`config.mk`:
```
export PLATFORM = sky130hd
export DESIGN_NAME = ntt_coef_buffer_flat
export DESIGN_NICKNAME = d
export VERILOG_FILES = /design/src/rtl/ntt_coef_buffer_if.sv /design/src/rtl/ntt_coef_buffer.sv /design/src/flat_wrapper.sv
export SDC_FILE = /design/constraint.sdc
export NUM_CORES = 2
export LEC_CHECK = 0
export CAP_MARGIN = 20
export CORE_ASPECT_RATIO = 0.75
export CORE_MARGIN = 5
export CORE_UTILIZATION = 30
export DETAILED_ROUTE_END_ITERATION = 10
export PLACE_DENSITY = 0.44
export RECOVER_POWER = 50
export SKIP_CTS_REPAIR_TIMING = 1
export SLEW_MARGIN = 10
export SYNTH_ARGS = -nofsm -noshare
export SYNTH_HDL_FRONTEND = slang
export SYNTH_SLANG_ARGS = --single-unit
```
`constraint.sdc`:
```
create_clock -name clk -period 14.9 [get_ports clk]
set_input_delay 2.235 -clock clk [delete_from_list [all_inputs] [get_ports clk]]
set_output_delay 2.235 -clock clk [all_outputs]
set_load 0.01 [all_outputs]
```
`src/rtl/ntt_coef_buffer_if.sv`:
```
// ntt_coef_buffer_if: input/output coefficient streams and NTT core port bundle for ntt_coef_buffer.
interface ntt_coef_buffer_if #(
  parameter int LOGQ  = 64,
  parameter int ADDRW = 10
);
  logic             intt_in, s_valid, s_ready;
  logic [LOGQ-1:0]  s_data;
  logic             ntt_start, ntt_intt;
  logic [ADDRW-1:0] ntt_read_address, ntt_write_address;
  logic [LOGQ-1:0]  ntt_din_0, ntt_din_1, ntt_dout_0, ntt_dout_1;
  logic             ntt_wea, ntt_finish;
  logic             m_valid, m_ready, m_last, busy;
  logic [LOGQ-1:0]  m_data;
  modport slave (
    input  intt_in, s_valid, s_data, ntt_read_address, ntt_write_address, ntt_wea,
           ntt_dout_0, ntt_dout_1, ntt_finish, m_ready,
    output s_ready, ntt_start, ntt_intt, ntt_din_0, ntt_din_1, m_valid, m_data, m_last, busy
  );
  modport master (
    output intt_in, s_valid, s_data, ntt_read_address, ntt_write_address, ntt_wea,
           ntt_dout_0, ntt_dout_1, ntt_finish, m_ready,
    input  s_ready, ntt_start, ntt_intt, ntt_din_0, ntt_din_1, m_valid, m_data, m_last, busy
  );
endinterface

```
`src/rtl/ntt_coef_buffer.sv`:
```
// ntt_coef_buffer: natural-order load, paired (addr, addr+N/2) core access, natural-order unload.
module ntt_coef_buffer #(
  parameter int LOGQ       = 64,
  parameter int LOGN       = 4,
  parameter int DELAY_BRAM = 1,
  parameter int ADDRW      = ((LOGN < 9) ? 9 : LOGN) + 1
) (
  input logic clk,
  input logic rst,
  ntt_coef_buffer_if.slave bus
);
  localparam int N     = 2 ** LOGN;
  localparam int H     = N / 2;
  localparam int RW    = LOGN - 1;
  localparam int PW    = DELAY_BRAM * LOGQ;
  localparam int DEPTH = DELAY_BRAM + 1;
  localparam int FCW   = $clog2(DEPTH + 1);
  localparam int FS    = 2 ** FCW;
  typedef enum logic [1:0] {IDLE, LOAD, RUN, UNLOAD} state_t;
  state_t                r_state;
  logic [LOGQ-1:0]       r_lo [H];
  logic [LOGQ-1:0]       r_hi [H];
  logic [LOGN-1:0]       r_cnt;
  logic [LOGN:0]         r_issue;
  logic                  r_s_ready, r_start, r_intt, r_m_valid, r_m_last, r_busy;
  logic [LOGQ-1:0]       r_m_data;
  logic [PW-1:0]         r_din0, r_din1, r_pd;
  logic [DELAY_BRAM-1:0] r_pv, r_pl;
  logic [LOGQ:0]         r_fd [FS];
  logic [FCW-1:0]        r_fc;
  logic                  w_s_hs, w_m_hs, w_issue, w_arr, w_take, w_pop, w_push, w_load;
  logic [FCW-1:0]        w_used, w_widx;
  logic [LOGQ:0]         w_arr_item, w_next;
  logic [LOGQ-1:0]       w_rdata;
  logic [RW-1:0]         w_rrow, w_wrow;
  // Unload reads are only issued while pipeline plus skid FIFO can absorb them under a full stall.
  always_comb begin
    w_s_hs = bus.s_valid && r_s_ready;
    w_m_hs = r_m_valid && bus.m_ready;
    w_used = r_fc;
    for (int i = 0; i < DELAY_BRAM; i++) w_used = w_used + FCW'(r_pv[i]);
    w_issue = r_state == UNLOAD && !r_issue[LOGN] && w_used < FCW'(DEPTH);
    w_arr = r_pv[DELAY_BRAM-1];
    w_arr_item = {r_pl[DELAY_BRAM-1], r_pd[PW-1 -: LOGQ]};
    w_take = !r_m_valid || bus.m_ready;
    w_pop = w_take && r_fc != '0;
    w_load = w_take && (r_fc != '0 || w_arr);
    w_push = w_arr && (!w_take || r_fc != '0);
    w_next = r_fc != '0 ? r_fd[0] : w_arr_item;
    w_widx = r_fc - FCW'(w_pop);
    w_rdata = r_issue[RW] ? r_hi[r_issue[RW-1:0]] : r_lo[r_issue[RW-1:0]];
    w_rrow = bus.ntt_read_address[RW-1:0];
    w_wrow = bus.ntt_write_address[RW-1:0];
  end
  always_ff @(posedge clk) begin
    if (rst) begin
      r_state   <= IDLE;
      r_cnt     <= '0;
      r_issue   <= '0;
      r_s_ready <= 1'b0;
      r_start   <= 1'b0;
      r_intt    <= 1'b0;
      r_m_valid <= 1'b0;
      r_m_last  <= 1'b0;
      r_m_data  <= '0;
      r_busy    <= 1'b0;
      r_pv      <= '0;
      r_pl      <= '0;
      r_fc      <= '0;
    end else begin
      if (w_issue) r_issue <= r_issue + (LOGN+1)'(1);
      unique case (r_state)
        IDLE: begin
          r_s_ready <= 1'b1;
          if (w_s_hs) begin
            r_state <= LOAD;
            r_intt  <= bus.intt_in;
            r_cnt   <= LOGN'(1);
            r_busy  <= 1'b1;
          end
        end
        LOAD: if (w_s_hs) begin
          r_cnt <= r_cnt + LOGN'(1);
          if (r_cnt == LOGN'(N-1)) begin
            r_state   <= RUN;
            r_s_ready <= 1'b0;
            r_start   <= 1'b1;
          end
        end
        RUN: if (bus.ntt_finish) begin
          r_state <= UNLOAD;
          r_start <= 1'b0;
        end
        UNLOAD: if (w_m_hs && r_m_last) begin
          r_state   <= IDLE;
          r_busy    <= 1'b0;
          r_s_ready <= 1'b1;
          r_issue   <= '0;
        end
      endcase
      r_pv <= DELAY_BRAM'({r_pv, w_issue});
      r_pl <= DELAY_BRAM'({r_pl, r_issue[LOGN-1:0] == LOGN'(N-1)});
      if (w_take) begin
        r_m_valid <= w_load;
        r_m_last  <= w_load && w_next[LOGQ];
        if (w_load) r_m_data <= w_next[LOGQ-1:0];
      end
      r_fc <= r_fc - FCW'(w_pop) + FCW'(w_push);
    end
  end
  always_ff @(posedge clk) begin
    r_din0 <= rst ? '0 : PW'({r_din0, r_lo[w_rrow]});
    r_din1 <= rst ? '0 : PW'({r_din1, r_hi[w_rrow]});
    r_pd   <= PW'({r_pd, w_rdata});
    if (!rst && w_s_hs && r_cnt[RW]) r_hi[r_cnt[RW-1:0]] <= bus.s_data;
    if (!rst && w_s_hs && !r_cnt[RW]) r_lo[r_cnt[RW-1:0]] <= bus.s_data;
    if (!rst && r_state == RUN && bus.ntt_wea) begin
      r_lo[w_wrow] <= bus.ntt_dout_0;
      r_hi[w_wrow] <= bus.ntt_dout_1;
    end
    for (int i = 0; i < FS-1; i++) if (w_pop) r_fd[i] <= r_fd[i+1];
    if (w_push) r_fd[w_widx] <= w_arr_item;
  end
  assign bus.s_ready   = r_s_ready;
  assign bus.ntt_start = r_start;
  assign bus.ntt_intt  = r_intt;
  assign bus.ntt_din_0 = r_din0[PW-1 -: LOGQ];
  assign bus.ntt_din_1 = r_din1[PW-1 -: LOGQ];
  assign bus.m_valid   = r_m_valid;
  assign bus.m_data    = r_m_data;
  assign bus.m_last    = r_m_last;
  assign bus.busy      = r_busy;
endmodule

```
`src/flat_wrapper.sv`:
```
// flat-port wrapper written by rule: the top's interface ports become plain ports
module ntt_coef_buffer_flat 
#(
  parameter int LOGQ       = 64,
  parameter int LOGN       = 4,
  parameter int DELAY_BRAM = 1,
  parameter int ADDRW      = ((LOGN < 9) ? 9 : LOGN) + 1
)
  (clk, rst, bus_intt_in, bus_s_valid, bus_s_data, bus_ntt_read_address, bus_ntt_write_address, bus_ntt_wea, bus_ntt_dout_0, bus_ntt_dout_1, bus_ntt_finish, bus_m_ready, bus_s_ready, bus_ntt_start, bus_ntt_intt, bus_ntt_din_0, bus_ntt_din_1, bus_m_valid, bus_m_data, bus_m_last, bus_busy);
  ntt_coef_buffer_if #(.LOGQ(LOGQ), .ADDRW(ADDRW)) bus_i ();
  input logic clk;
  input logic rst;
  input wire logic [$bits(bus_i.intt_in)-1:0] bus_intt_in;
  input wire logic [$bits(bus_i.s_valid)-1:0] bus_s_valid;
  input wire logic [$bits(bus_i.s_data)-1:0] bus_s_data;
  input wire logic [$bits(bus_i.ntt_read_address)-1:0] bus_ntt_read_address;
  input wire logic [$bits(bus_i.ntt_write_address)-1:0] bus_ntt_write_address;
  input wire logic [$bits(bus_i.ntt_wea)-1:0] bus_ntt_wea;
  input wire logic [$bits(bus_i.ntt_dout_0)-1:0] bus_ntt_dout_0;
  input wire logic [$bits(bus_i.ntt_dout_1)-1:0] bus_ntt_dout_1;
  input wire logic [$bits(bus_i.ntt_finish)-1:0] bus_ntt_finish;
  input wire logic [$bits(bus_i.m_ready)-1:0] bus_m_ready;
  output wire logic [$bits(bus_i.s_ready)-1:0] bus_s_ready;
  output wire logic [$bits(bus_i.ntt_start)-1:0] bus_ntt_start;
  output wire logic [$bits(bus_i.ntt_intt)-1:0] bus_ntt_intt;
  output wire logic [$bits(bus_i.ntt_din_0)-1:0] bus_ntt_din_0;
  output wire logic [$bits(bus_i.ntt_din_1)-1:0] bus_ntt_din_1;
  output wire logic [$bits(bus_i.m_valid)-1:0] bus_m_valid;
  output wire logic [$bits(bus_i.m_data)-1:0] bus_m_data;
  output wire logic [$bits(bus_i.m_last)-1:0] bus_m_last;
  output wire logic [$bits(bus_i.busy)-1:0] bus_busy;
  assign bus_i.intt_in = bus_intt_in;
  assign bus_i.s_valid = bus_s_valid;
  assign bus_i.s_data = bus_s_data;
  assign bus_i.ntt_read_address = bus_ntt_read_address;
  assign bus_i.ntt_write_address = bus_ntt_write_address;
  assign bus_i.ntt_wea = bus_ntt_wea;
  assign bus_i.ntt_dout_0 = bus_ntt_dout_0;
  assign bus_i.ntt_dout_1 = bus_ntt_dout_1;
  assign bus_i.ntt_finish = bus_ntt_finish;
  assign bus_i.m_ready = bus_m_ready;
  assign bus_s_ready = bus_i.s_ready;
  assign bus_ntt_start = bus_i.ntt_start;
  assign bus_ntt_intt = bus_i.ntt_intt;
  assign bus_ntt_din_0 = bus_i.ntt_din_0;
  assign bus_ntt_din_1 = bus_i.ntt_din_1;
  assign bus_m_valid = bus_i.m_valid;
  assign bus_m_data = bus_i.m_data;
  assign bus_m_last = bus_i.m_last;
  assign bus_busy = bus_i.busy;
  ntt_coef_buffer #(.LOGQ(LOGQ), .LOGN(LOGN), .DELAY_BRAM(DELAY_BRAM), .ADDRW(ADDRW)) u_core (.clk(clk), .rst(rst), .bus(bus_i));
endmodule
```
=== Word-level counts from Yosys, hierarchy flattened ===
Memory sizes are Yosys's and may differ from the RTL's. A register that Yosys moved wholly into a read port is not among the register bits.
Cells that the tools add are included.

* Memories: 3
* Bits in writable memories: 1284
* Word-level logic and storage cells: 105
* Register bits after elaboration: 149
* Output and inout port bits: 198
* Input bits: 219

* $lt $le $gt $ge: 1
* Multiplexer cells: 37
* $add $sub $neg: 5
* Reduce and logical (&&, ||, !) cells: 35
* Eq/ne operators: 10

{| class="wikitable"
|+ Memory list
! name !! words !! width !! read ports !! clocked after memory_dff !! wr ports !! line !! RTL
|-
| u_core.r_hi || 8 || 64 || 2 || 2 || 2 || ntt_coef_buffer.sv:22 || <nowiki>logic [LOGQ-1:0] r_hi [H];</nowiki>
|-
| u_core.r_lo || 8 || 64 || 2 || 2 || 2 || ntt_coef_buffer.sv:21 || <nowiki>logic [LOGQ-1:0] r_lo [H];</nowiki>
|-
| u_core.r_fd || 4 || 65 || 4 || 0 || 4 || ntt_coef_buffer.sv:29 || <nowiki>logic [LOGQ:0] r_fd [FS];</nowiki>
|}

{| class="wikitable"
|+ Operator list
! cell !! number
|-
| $mux 65 || 1
|-
| $mux 64 || 1
|-
| $mux 1 || 18
|-
| $mux 5 || 3
|-
| $logic_and 1x1->1 || 14
|-
| $mux 2 || 5
|-
| $eq 4x4->1 const B || 2
|-
| $mux 4 || 2
|-
| $pmux 2 s4 || 1
|-
| $pmux 4 s2 || 1
|-
| $reduce_and 4->1 || 2
|-
| $reduce_bool 2->1 || 4
|-
| $mux 3 || 2
|-
| $ne 2x1->1 const B || 3
|-
| $reduce_and 3->1 || 2
|-
| $add 5x1->5 const B || 1
|-
| $logic_not 1->1 || 5
|-
| $reduce_and 5->1 || 1
|-
| $add 2x1->2 || 2
|-
| $add 4x1->4 const B || 1
|-
| $eq 2x2->1 const B || 2
|-
| $ne 2x2->1 const B || 2
|-
| $pmux 1 s2 || 2
|-
| $reduce_and 2->1 || 2
|-
| other kinds (7) || 9
|}

=== Longest topological paths before layout ===
* Depth after elaboration: 7
* Depth in mapped cells: 13
* Gate-level depth less buffers: 7

=== Least setup slack after synthesis ===
Ideal clock, no wire load.

* Path type: input to register
* Start point: input bus_m_ready
* End point: memory u_core.r_fd[3][0] in the netlist's numbering, enable pin
* Setup time: 0.568 ns
* Path buffers: 0
* Cell stages on the path: 6
* Setup slack: 6.917 ns
* Arrival time: 7.414 ns
* Required time: 14.332 ns
* Cell sequence: nand2b_2 -> nand2_1 -> inv_1 -> ha_1 -> xnor2_1 -> nor3_1

{| class="wikitable"
|+ RTL lines
! item !! line !! RTL
|-
| start, declared || flat_wrapper.sv:22 || <nowiki>input wire logic [$bits(bus_i.m_ready)-1:0] bus_m_ready;</nowiki>
|-
| end, declared || ntt_coef_buffer.sv:29 ||
|}

==> results.md <==
- DR iter-0 viols: 4461
- Worst reg-to-reg path cell count: 5
- Area Overhead vs Synth: 17.3%
- Crit path cell chain: clkbuf_1 -> clkbuf_1 -> buf_4 -> mux2i_1 -> nor2_1
- Worst reg2reg startpoint: u_core.r_issue[0]$_SDFF_PP0_
- DR WL/cell: slightly above 30 um
- Mux share of post-synthesis cell area: 27.7%
- R2R Setup Slk: 7.43 ns
- Cells after Synth: about 5400
- Area contributors post-synth: edfxtp_1 51%, mux4_2 15%, mux2_2 10%, nand2_1 7.4%, dfxtp_1 7.3%
- Root buf cell: clkbuf_16
- Number of vias per cell: roughly 5.2
- Final min period: between 9 and 10 ns
- Top Metal Used: met5
- Critical path fanouts, max: 44
- DIE AREA: 0.262 mm^2
- IO buf count: 402
- Xor/xnor share of the synthesized area: less than 1%
- Share of the synthesized area in the top cell type: 51.0%
- CP Capture Type: register
- Buf+Inv Stages, Crit Path: 3
- Max-Cap Viols: 52
- Net count reported at finish: 5846
- Netlist Area Pre-Place: 0.0755 mm^2
- Via Count: ~48000
- Post-synth EDFFs: around 1300
- Post-place instance area: between 0.08 and 0.09 mm^2
- Wl on met1: 123000 um
- Clock-pin slew on the worst setup and hold paths: 0.06 ns
- Synth area leader: edfxtp_1
- Number of global-route vias before repair: roughly 48000
- Num CTS Buffers: 185
- Setup-failing EPs final: 0
- Core area: 0.250 mm^2
- GRT Total Usage: about a fifth
- # DRC: 0
- Die Wd: 589 um
- First-pass GRT wire length: just under 400000 um
- Top FF cell, synth: edfxtp_1
- Cell family with the largest share of critical-path delay: buffers and inverters
- RSZ-0062 raised after global routing: no
- Aggregate global routing overflow: 0
- Status: finished with violations
- Synth Area per Inst: about 14 um^2
- Post-synth top cells: 1493 x nand2_1, 1284 x edfxtp_1, 679 x mux2_2, 512 x mux4_2, 277 x dfxtp_1
- CP Class: input port to register
- PD cells: 130 mW/mm^2
- Crit path launch type: input port
- Worst-Skew Late Latency: 0.88 ns
- Seq/Total Area, Yosys: 58.4%
- Worst slew pin tran: between 5 and 6 ns
- Placer Congestion: about 0.77
- Setup_tns: 0 ns
- Max-slew violation count: 1578
- Crit-path most repeated cell: clkbuf_1
- VDD IR max: 0.0000824 V
- Fmax: 106 MHz
- CP max-delay cell: clkbuf_1
- CTS tree: yes
- H-tree Lvls: 4
- Violated checks: capacitance limit, slew limit
- Post-synthesis register bit count: 1561
- CP Depth: 5
- Post-synth cell types: 48
- Ys async rst share: 0%
- Final hold violation count: 0
- YS warnings: 0
- Setup ws final: around 5.4 ns
- I/O pin total: ~420
- Slew headroom: -234%
- Synth Net Count: about 5600
- Routed WL: 281000 um
- Most frequent cell after synthesis: nand2_1
- Initial antenna violation count: 100
- Final period util: 63.5%
- Design Area, Final: slightly below 0.09 mm^2
- CP required: around 16 ns
- Post-synthesis simple-gate area fraction: 8.85%
- WL met2: 131000 um
- Chip height: 445 um
- Setup Skew: about 0.075 ns
- Complex-gate fraction of the synthesized area: 2.41%
- Initial DRT Pass Iterations: 8
- Metal3 WL: 20600 um
- Leakage: 0.0308 uW
- Final HPWL from detailed placement: 167000 um
- Adder-cell share of the synthesized area: 0.132%
- Clock buffer depth: 4
- Fill count: 24100
- # clock sinks: 1561
- Largest family of logic cells by synthesized area: multiplexers
- Hold path startpoint: u_core.r_issue[4]$_SDFF_PP0_
- Capturing point of the worst reg2reg path: u_core.r_pd[26]$_DFF_P_
- Row count: 159
- Arrival @ worst endpoint: 10.13 ns
- Starting Density: 30.2%
- Dpl ws: between 8 and 9 ns
- Min-Delay Path Class: register to register
- Largest net degree at the start of global routing: 110
- Share of cells above drive strength 1: 27.0%
- Detail Route Antenna Nets: 0
- CP max stage delay: 3.45 ns
- CP endpoint: u_core.bus.ntt_din_1[40]$_SDFF_PP0_
- Crit path from: bus_ntt_read_address[2]
[metal layers]
layer | global-route usage, % | vias to the layer above
li1 | - | 20800
met1 | 28.9 | 24800
met2 | 33.6 | 1654
met3 | 4.62 | 421
met4 | 5.10 | 38
met5 | 0 | -
[cells in the final DEF (no fill, tap or decap), drive strengths merged, types with 130 or more instances in the layout]
| cell | instances |
|---|---|
| nand2 | 1493 |
| edfxtp | 1284 |
| mux2 | 707 |
| mux4 | 512 |
| clkbuf | 301 |
| dfxtp | 277 |
| nor2 | 211 |
| dlygate4sd3 | 200 |
| clkdlybuf4s50 | 198 |
| mux2i | 130 |
[worst min-delay path: cells and delay by family, from the launching register on]
family,cells,cell delay (ns)
flip-flops,1,0.32
AO/OA/AOI/OAI,1,0.04
AND/OR/NAND/NOR,1,0.07
[report_power, final]
group	internal (uW)	switching (uW)
Sequential	5230	174
Combinational	686	960
Clock	2570	1910
[flip-flops by register name (all words and copies together) (netlist names), 2 cells and up]
register / flops
u_core.r_issue: 5
u_core.r_lo: 512
u_core.bus.m_data: 64
u_core.bus.ntt_din_0: 64
u_core.r_fd: 260
u_core.r_cnt: 4
u_core.bus.ntt_din_1: 64
u_core.r_fc: 2
u_core.r_state: 2
u_core.r_pd: 64
u_core.r_hi: 512
[cell families after synthesis]
family,Yosys count
multiplexers,1349
AO/OA/AOI/OAI,239
buffers and inverters,448
adder cells (fa/ha/maj),8
flip-flops,1561
AND/OR/NAND/NOR,1751
XOR/XNOR,6
[cell type report]
class                           count  area [um^2]  share of cell area [%]
Clock buffer                      260         5200                    5.87
Sequential cell                  1561        44100                    49.8
Clock inverter                     72          619                   0.699
Multi-Input combinational cell   3353        29700                    33.5
Antenna cell                       43          108                   0.121
Timing Repair Buffer              509         4790                    5.40
Inverter                            9         33.8                  0.0381
Tap cell                         3300         4130                    4.66
[how the worst min path moves through the flow]
stage | end | cells past startpoint
after CTS | u_core.r_issue[4]$_SDFF_PP0_ | 2
after global routing | u_core.r_issue[4]$_SDFF_PP0_ | 2
after detailed placement | u_core.r_issue[4]$_SDFF_PP0_ | 2
final | u_core.r_issue[4]$_SDFF_PP0_ | 2
after global placement | u_core.r_issue[4]$_SDFF_PP0_ | 2
after floorplan | u_core.r_issue[4]$_SDFF_PP0_ | 2
[metrics by stage]
step	hold WS [ns]	utilization (%)	total power [uW]	instances
2_1_floorplan	0.428	-	6420	5362
3_3_place_gp	0.441	33.2	7210	8729
3_5_place_dp	0.448	33.2	7240	8731
4_1_cts	0.462	35.5	11700	9063
5_1_grt	0.501	35.4	12000	9077
6_report	0.463	35.4	11500	9107
(Power assumes the default switching activity.)
